==> src/rtl/color_pkg.sv <==
// Shared types and constants for the push-button colour selector.
package color_pkg;

    localparam int NUM_COLORS = 6;

    typedef logic [2:0] color_idx_t;

    // Active-low {R,G,B} patterns: red, yellow, green, cyan, blue, magenta.
    localparam logic [2:0] COLOR_RGB_N [0:NUM_COLORS-1] = '{
        3'b011, 3'b001, 3'b101, 3'b100, 3'b110, 3'b010
    };

    typedef enum logic [1:0] {
        IDLE      = 2'd0,
        HELD      = 2'd1,
        LONG_DONE = 2'd2
    } press_state_t;

endpackage

==> src/rtl/debounce.sv <==
// Synchroniser and debounce filter for an active-low asynchronous button.
module debounce #(
    parameter int DEBOUNCE_CYCLES = 120000,
    parameter int SYNC_STAGES     = 2
) (
    input  logic clk,
    input  logic reset,
    input  logic in_n,
    output logic level
);

    localparam int CNT_W = (DEBOUNCE_CYCLES > 1) ? $clog2(DEBOUNCE_CYCLES) : 1;

    logic [SYNC_STAGES-1:0] sync_p;
    logic                   pressed_raw;
    logic [CNT_W-1:0]       cnt;

    // Input synchroniser, idles at released
    always_ff @(posedge clk) begin
        if (reset) begin
            sync_p <= '1;
        end else begin
            sync_p <= {sync_p[SYNC_STAGES-2:0], in_n};
        end
    end

    assign pressed_raw = ~sync_p[SYNC_STAGES-1];

    // Debounce: a new level is accepted only after DEBOUNCE_CYCLES steady samples
    always_ff @(posedge clk) begin
        if (reset) begin
            level <= 1'b0;
            cnt   <= '0;
        end else if (pressed_raw == level) begin
            cnt <= '0;
        end else if (cnt == CNT_W'(DEBOUNCE_CYCLES - 1)) begin
            level <= ~level;
            cnt   <= '0;
        end else begin
            cnt <= cnt + 1'b1;
        end
    end

endmodule

==> src/rtl/button_color_select.sv <==
// Push-button colour selector: short press steps forward, long press steps back.
module button_color_select
    import color_pkg::*;
#(
    parameter int DEBOUNCE_CYCLES = 120000,
    parameter int LONG_CYCLES     = 12000000,
    parameter int SYNC_STAGES     = 2
) (
    input  logic       clk,
    input  logic       reset,
    input  logic       btn_n,
    output logic       RGB_R,
    output logic       RGB_G,
    output logic       RGB_B,
    output logic [2:0] color_idx,
    output logic       short_pulse,
    output logic       long_pulse
);

    localparam int HOLD_W        = $clog2(LONG_CYCLES);
    localparam int SETTLE_CYCLES = SYNC_STAGES + DEBOUNCE_CYCLES + 1;
    localparam int SETTLE_W      = $clog2(SETTLE_CYCLES + 1);
    localparam color_idx_t LAST_IDX = color_idx_t'(NUM_COLORS - 1);

    function automatic color_idx_t idx_fwd(input color_idx_t i);
        return (i == LAST_IDX) ? '0 : i + 1'b1;
    endfunction

    function automatic color_idx_t idx_back(input color_idx_t i);
        return (i == '0) ? LAST_IDX : i - 1'b1;
    endfunction

    function automatic logic [2:0] rgb_of(input color_idx_t i);
        return (i <= LAST_IDX) ? COLOR_RGB_N[i] : 3'b111;
    endfunction

    logic                btn_db;
    logic [SETTLE_W-1:0] settle_cnt;
    logic                settle_done;
    logic                armed;
    press_state_t        state;
    press_state_t        state_nxt;
    logic [HOLD_W-1:0]   hold_cnt;
    logic                hold_done;
    logic [2:0]          rgb_n;

    debounce #(
        .DEBOUNCE_CYCLES(DEBOUNCE_CYCLES),
        .SYNC_STAGES    (SYNC_STAGES)
    ) u_debounce (
        .clk  (clk),
        .reset(reset),
        .in_n (btn_n),
        .level(btn_db)
    );

    // A button held through reset reaches btn_db before the settle window ends,
    // so it stays unarmed until a release is seen; a fresh press always arrives later.
    assign settle_done = (settle_cnt == SETTLE_W'(SETTLE_CYCLES));

    always_ff @(posedge clk) begin
        if (reset) begin
            settle_cnt <= '0;
            armed      <= 1'b0;
        end else begin
            if (!settle_done) begin
                settle_cnt <= settle_cnt + 1'b1;
            end
            if (settle_done && !btn_db) begin
                armed <= 1'b1;
            end
        end
    end

    assign hold_done = (hold_cnt == HOLD_W'(LONG_CYCLES - 1));

    always_ff @(posedge clk) begin
        if (reset) begin
            state <= IDLE;
        end else begin
            state <= state_nxt;
        end
    end

    always_ff @(posedge clk) begin
        if (reset || state == IDLE) begin
            hold_cnt <= '0;
        end else if (state == HELD && !hold_done) begin
            hold_cnt <= hold_cnt + 1'b1;
        end
    end

    always_comb begin
        state_nxt = state;
        case (state)
            IDLE:      if (btn_db && armed) state_nxt = HELD;
            HELD: begin
                if (!btn_db) begin
                    state_nxt = IDLE;
                end else if (hold_done) begin
                    state_nxt = LONG_DONE;
                end
            end
            LONG_DONE: if (!btn_db) state_nxt = IDLE;
            default:   state_nxt = IDLE;
        endcase
    end

    // Release takes priority over the long threshold in the same cycle
    always_comb begin
        short_pulse = 1'b0;
        long_pulse  = 1'b0;
        if (state == HELD) begin
            if (!btn_db) begin
                short_pulse = 1'b1;
            end else if (hold_done) begin
                long_pulse = 1'b1;
            end
        end
    end

    always_ff @(posedge clk) begin
        if (reset || color_idx > LAST_IDX) begin
            color_idx <= '0;
        end else if (short_pulse) begin
            color_idx <= idx_fwd(color_idx);
        end else if (long_pulse) begin
            color_idx <= idx_back(color_idx);
        end
    end

    always_ff @(posedge clk) begin
        if (reset) begin
            rgb_n <= COLOR_RGB_N[0];
        end else begin
            rgb_n <= rgb_of(color_idx);
        end
    end

    assign {RGB_R, RGB_G, RGB_B} = rgb_n;

endmodule

==> config.mk <==
export PLATFORM = sky130hd
export DESIGN_NAME = button_color_select
export DESIGN_NICKNAME = d
export VERILOG_FILES = /design/src/rtl/color_pkg.sv /design/src/rtl/debounce.sv /design/src/rtl/button_color_select.sv
export SDC_FILE = /design/constraint.sdc
export NUM_CORES = 1
export LEC_CHECK = 0
export ABC_AREA = 1
export ABC_CLOCK_PERIOD_IN_PS = 1800
export CAP_MARGIN = 20
export CORE_ASPECT_RATIO = 1.75
export CORE_MARGIN = 2
export CORE_UTILIZATION = 30
export DETAILED_ROUTE_END_ITERATION = 8
export GPL_TIMING_DRIVEN = 1
export HOLD_SLACK_MARGIN = 0.02
export PLACE_DENSITY = 0.42
export SLEW_MARGIN = 10
export SYNTH_ARGS = -nofsm -noshare
export SYNTH_HDL_FRONTEND = slang
export SYNTH_SLANG_ARGS = --single-unit
==> constraint.sdc <==
create_clock -name clk -period 1.8 [get_ports clk]
set_input_delay 0.18 -clock clk [delete_from_list [all_inputs] [get_ports clk]]
set_output_delay 0.18 -clock clk [all_outputs]
set_load 0.1 [all_outputs]
==> summary.md <==
| Metric | Value |
|---|---|
| Status | finished clean |
| Initial Utilization | 30.8% |
| Met1 Resource Use GR | between 10% and 20% |
| GRT Total Usage | ~16% |
| Relative slew slack | 72.4% |
| Synth Area in XOR/XNOR | approximately 4.7% |
| Cell variety after synth | 28 |
| TritonCTS clock tree | yes |
| CTS Root Cell | clkbuf_16 |
| Main combinational cell family by area after synthesis | simple AND/OR/NAND/NOR gates |
| Setup violators final | 0 |
| Post-synthesis adder-cell area fraction | 1.35% |
| Post-route minimum period | 1.77 ns |
| Biggest area consumer among synthesized cells | dfxtp_1 |
| Main area contributors after synthesis | dfxtp_1 38%, nand2_1 18%, nor2_1 7.7% |
| Async set-or-reset flop fraction in the synthesized netlist | 0% |
| Busiest grt layer | met2 |
| Seq/Total Area, Yosys | 37.9% |
| Hold Path Origin | u_debounce.sync_p[0] |
| Tcrit/Tclk final | 98.2% |
| Clock slew at reported path FFs | 0.06 ns |
| Register area | 1420 um2 |
| CP Launch Type | flip-flop |
| RePlAce Congestion | 0.845 |
| FF-to-FF path depth | 8 |
| Top_reg_cell synth | dfxtp_1 |
| Syn nets | between 500 and 600 |
| LEAKAGE | ~0.0016 uW |
| Num rows | 53 |
| Clk_lat worst skew | between 0.3 and 0.4 ns |
| Peak Freq | between 0.5 and 0.6 GHz |
| Critical Path RT | 1.62 ns |
| Post-synthesis mux area share | 0% |
| R2r startpoint | hold_cnt[10] |
| DRC Markers | 0 |
| Worst Setup SP | hold_cnt[1] |
| Worst hold path type | flip-flop to flip-flop |
| Slew of the pin with the lowest slew margin | between 0.4 and 0.5 ns |
| Power density over cell area | about 810 nW/um2 |
| Final Hold Vio Count | 0 |
| Top Ports | 11 |
| Max Cap Viol | 0 |
| Met2 usage in global routing | 30.8% |
| Pre-CTS worst setup slack | between 0.09 and 0.1 ns |
| Largest net degree at the start of global routing | 23 |
| Clock Path Buffers | 2 |
| Hold WS | between 0.4 and 0.5 ns |
| Multi-input gate area | between 2000 and 2500 um2 |
| Post-route ant nets | 0 |
| Vias/cell | 4.57 |
| Complex-gate fraction of the synthesized area | 9.24% |
| Max H-tree Level | 3 |
| Share of the synthesized area in the top cell type | 37.9% |
| Core Util, Final | 38.0% |
| Share of cells above drive strength 1 | roughly an eighth |
| Count leader, synth | nand2_1 |
| Fill cell total of the finished layout | 1,311 |
| Final worst slack | between 0.03 and 0.04 ns |
| Synthesis Warnings | 0 |
| Max Slew Vio Count | 0 |
| Syn Std Cell Area | 3690 um2 |
| Synth Register Bits | 70 |
| Grt met3 use | 1.47% |
| Syn avg cell area | 6.49 um2 |
| N_diodes | 0 |
| Worst path arrival time | 1.59 ns |
| Post-DP HPWL | 7350 um |
| Die Y | 151 um |
| Simple-gate share of the synthesized area | 38.1% |
| Chip width | 87.9 um |
| Initial antenna violation count | 0 |
| Post-Synthesis Cells | between 500 and 600 |
| WL final | 9700 um |
| Wire per inst | 12.5 um |
| Net count reported at finish | 610 |
| DRT Pass-1 Iters | 4 |
| CTS Sinks | 70 |
| Die area | 13,300 um2 |
| Post-synth EDFFs | 0 |
| Starting DRT DRC Count | 90 |
| Max FO, Critical Path | 2 |
| Clock skew | 0.00450 ns |
| Area delta synth->final | 23.4% |
| TritonCTS Buffers | 9 |
| Worst VDD drop | 0.446 mV |
| Number of global-route vias before repair | 3,451 |
| Port buffer count | 10 |
| Worst Path Class, Setup | flip-flop to output pin |
| Global-route wire length before repair | 16,000 um |
| RSZ-0062 raised after global routing | true |
| Via count | 3,531 |
| Top post-synthesis cells by count | 173 x nand2_1, 76 x nor2_1, 70 x dfxtp_1, 65 x inv_1, 50 x a21oi_1 |
| Grt ovf | 0 |
| Core ar. | 12,000 um2 |
| CP Capture Type | output pin |
| Min-Delay Path Depth | 1 |
-- registers in the layout (all words and copies together) (netlist names) --
name / count
hold_cnt: 24
state: 2
settle_cnt: 17
color_idx: 3
u_debounce.level: 1
rgb_n: 3
armed: 1
u_debounce.sync_p: 2
u_debounce.cnt: 17
-- final cells by class --
class                           instances  area share [%]
Tap cell                              165            4.53
Clock buffer                           11            5.32
Sequential cell                        70            31.0
Clock inverter                          5            2.33
Inverter                               67            5.60
Multi-Input combinational cell        422            44.5
Timing Repair Buffer                   33            6.64
-- worst max-delay path, cell delays in order, from the launching register on --
cell	delay, ns
dfxtp_4	0.35
ha_4	0.15
nand3_4	0.09
nor3_4	0.19
nand3_4	0.10
inv_2	0.07
nand2_4	0.05
clkinvlp_4	0.09
buf_12	0.17
-- routing by layer --
layer,share of wire (%),vias up
li1,-,1879
met1,39,1611
met2,58,26
met3,1.3,15
met4,2.4,0
met5,0,-
-- path summary, 6_finish.rpt --
path / slack, ns / endpoint
min: 0.41 / u_debounce.sync_p[1]
max: 0.03 / long_pulse
max reg2reg: 0.19 / hold_cnt[19]
min reg2reg: 0.41 / u_debounce.sync_p[1]
-- cell usage in the layout, fill, tap and decap left out, drive strengths merged --
master         Yosys  layout
a41oi              1       1
xnor2              7       7
o21a               1       1
clkinv             1       2
nand3             44      44
nand2            174     174
nor3              15      15
inv               66      65
xor2              13      13
or2                5       5
clkdlybuf4s50      0       2
o21ai             15      15
nor3b              1       1
dfxtp             70      70
clkinvlp           0       2
buf                7      31
nor2              77      77
a21oi             50      50
bufinv             0       3
nand4             13      13
ha                 4       4
nand3b             2       2
clkbuf             3      11
-- power by group --
group	switching, uW	leakage (uW)	internal, uW
combinational	25.8	0.000896	18.7
sequential	5.98	0.000570	1560
clock	693	0.000166	1390
-- metrics by stage --
stage	cells	cell area, um2	power (uW)	TNS (ns)
after floorplan	569	3700	1620	-0.0720
after global placement	754	4130	1640	0
after detailed placement	754	4130	1640	0
after CTS	773	4540	3750	-0.0453
after global routing	773	4560	3820	-0.0258
final	773	4560	3690	0
-- timing repair --
item | CTS | global route
buffers inserted | 3 | 0
hold buffers | 0 | 0
pin swaps | 3 | 1
setup endpoints to repair | 1 | 8
gates resized for setup | 12 | 9
hold endpoints to repair | 0 | 0
-- kinds of logic (layout without fill, tap and decap cells) --
| family | after synthesis | count (layout) |
|---|---|---|
| adders and majority gates | 4 | 4 |
| and+or+nand+nor | 331 | 331 |
| AOI/OAI and AO/OA | 67 | 67 |
| xor gates and xnor gates | 20 | 20 |
| DFF | 70 | 70 |
| buffers and inverters | 77 | 116 |
No activity file was read; power rests on OpenSTA's default activity.
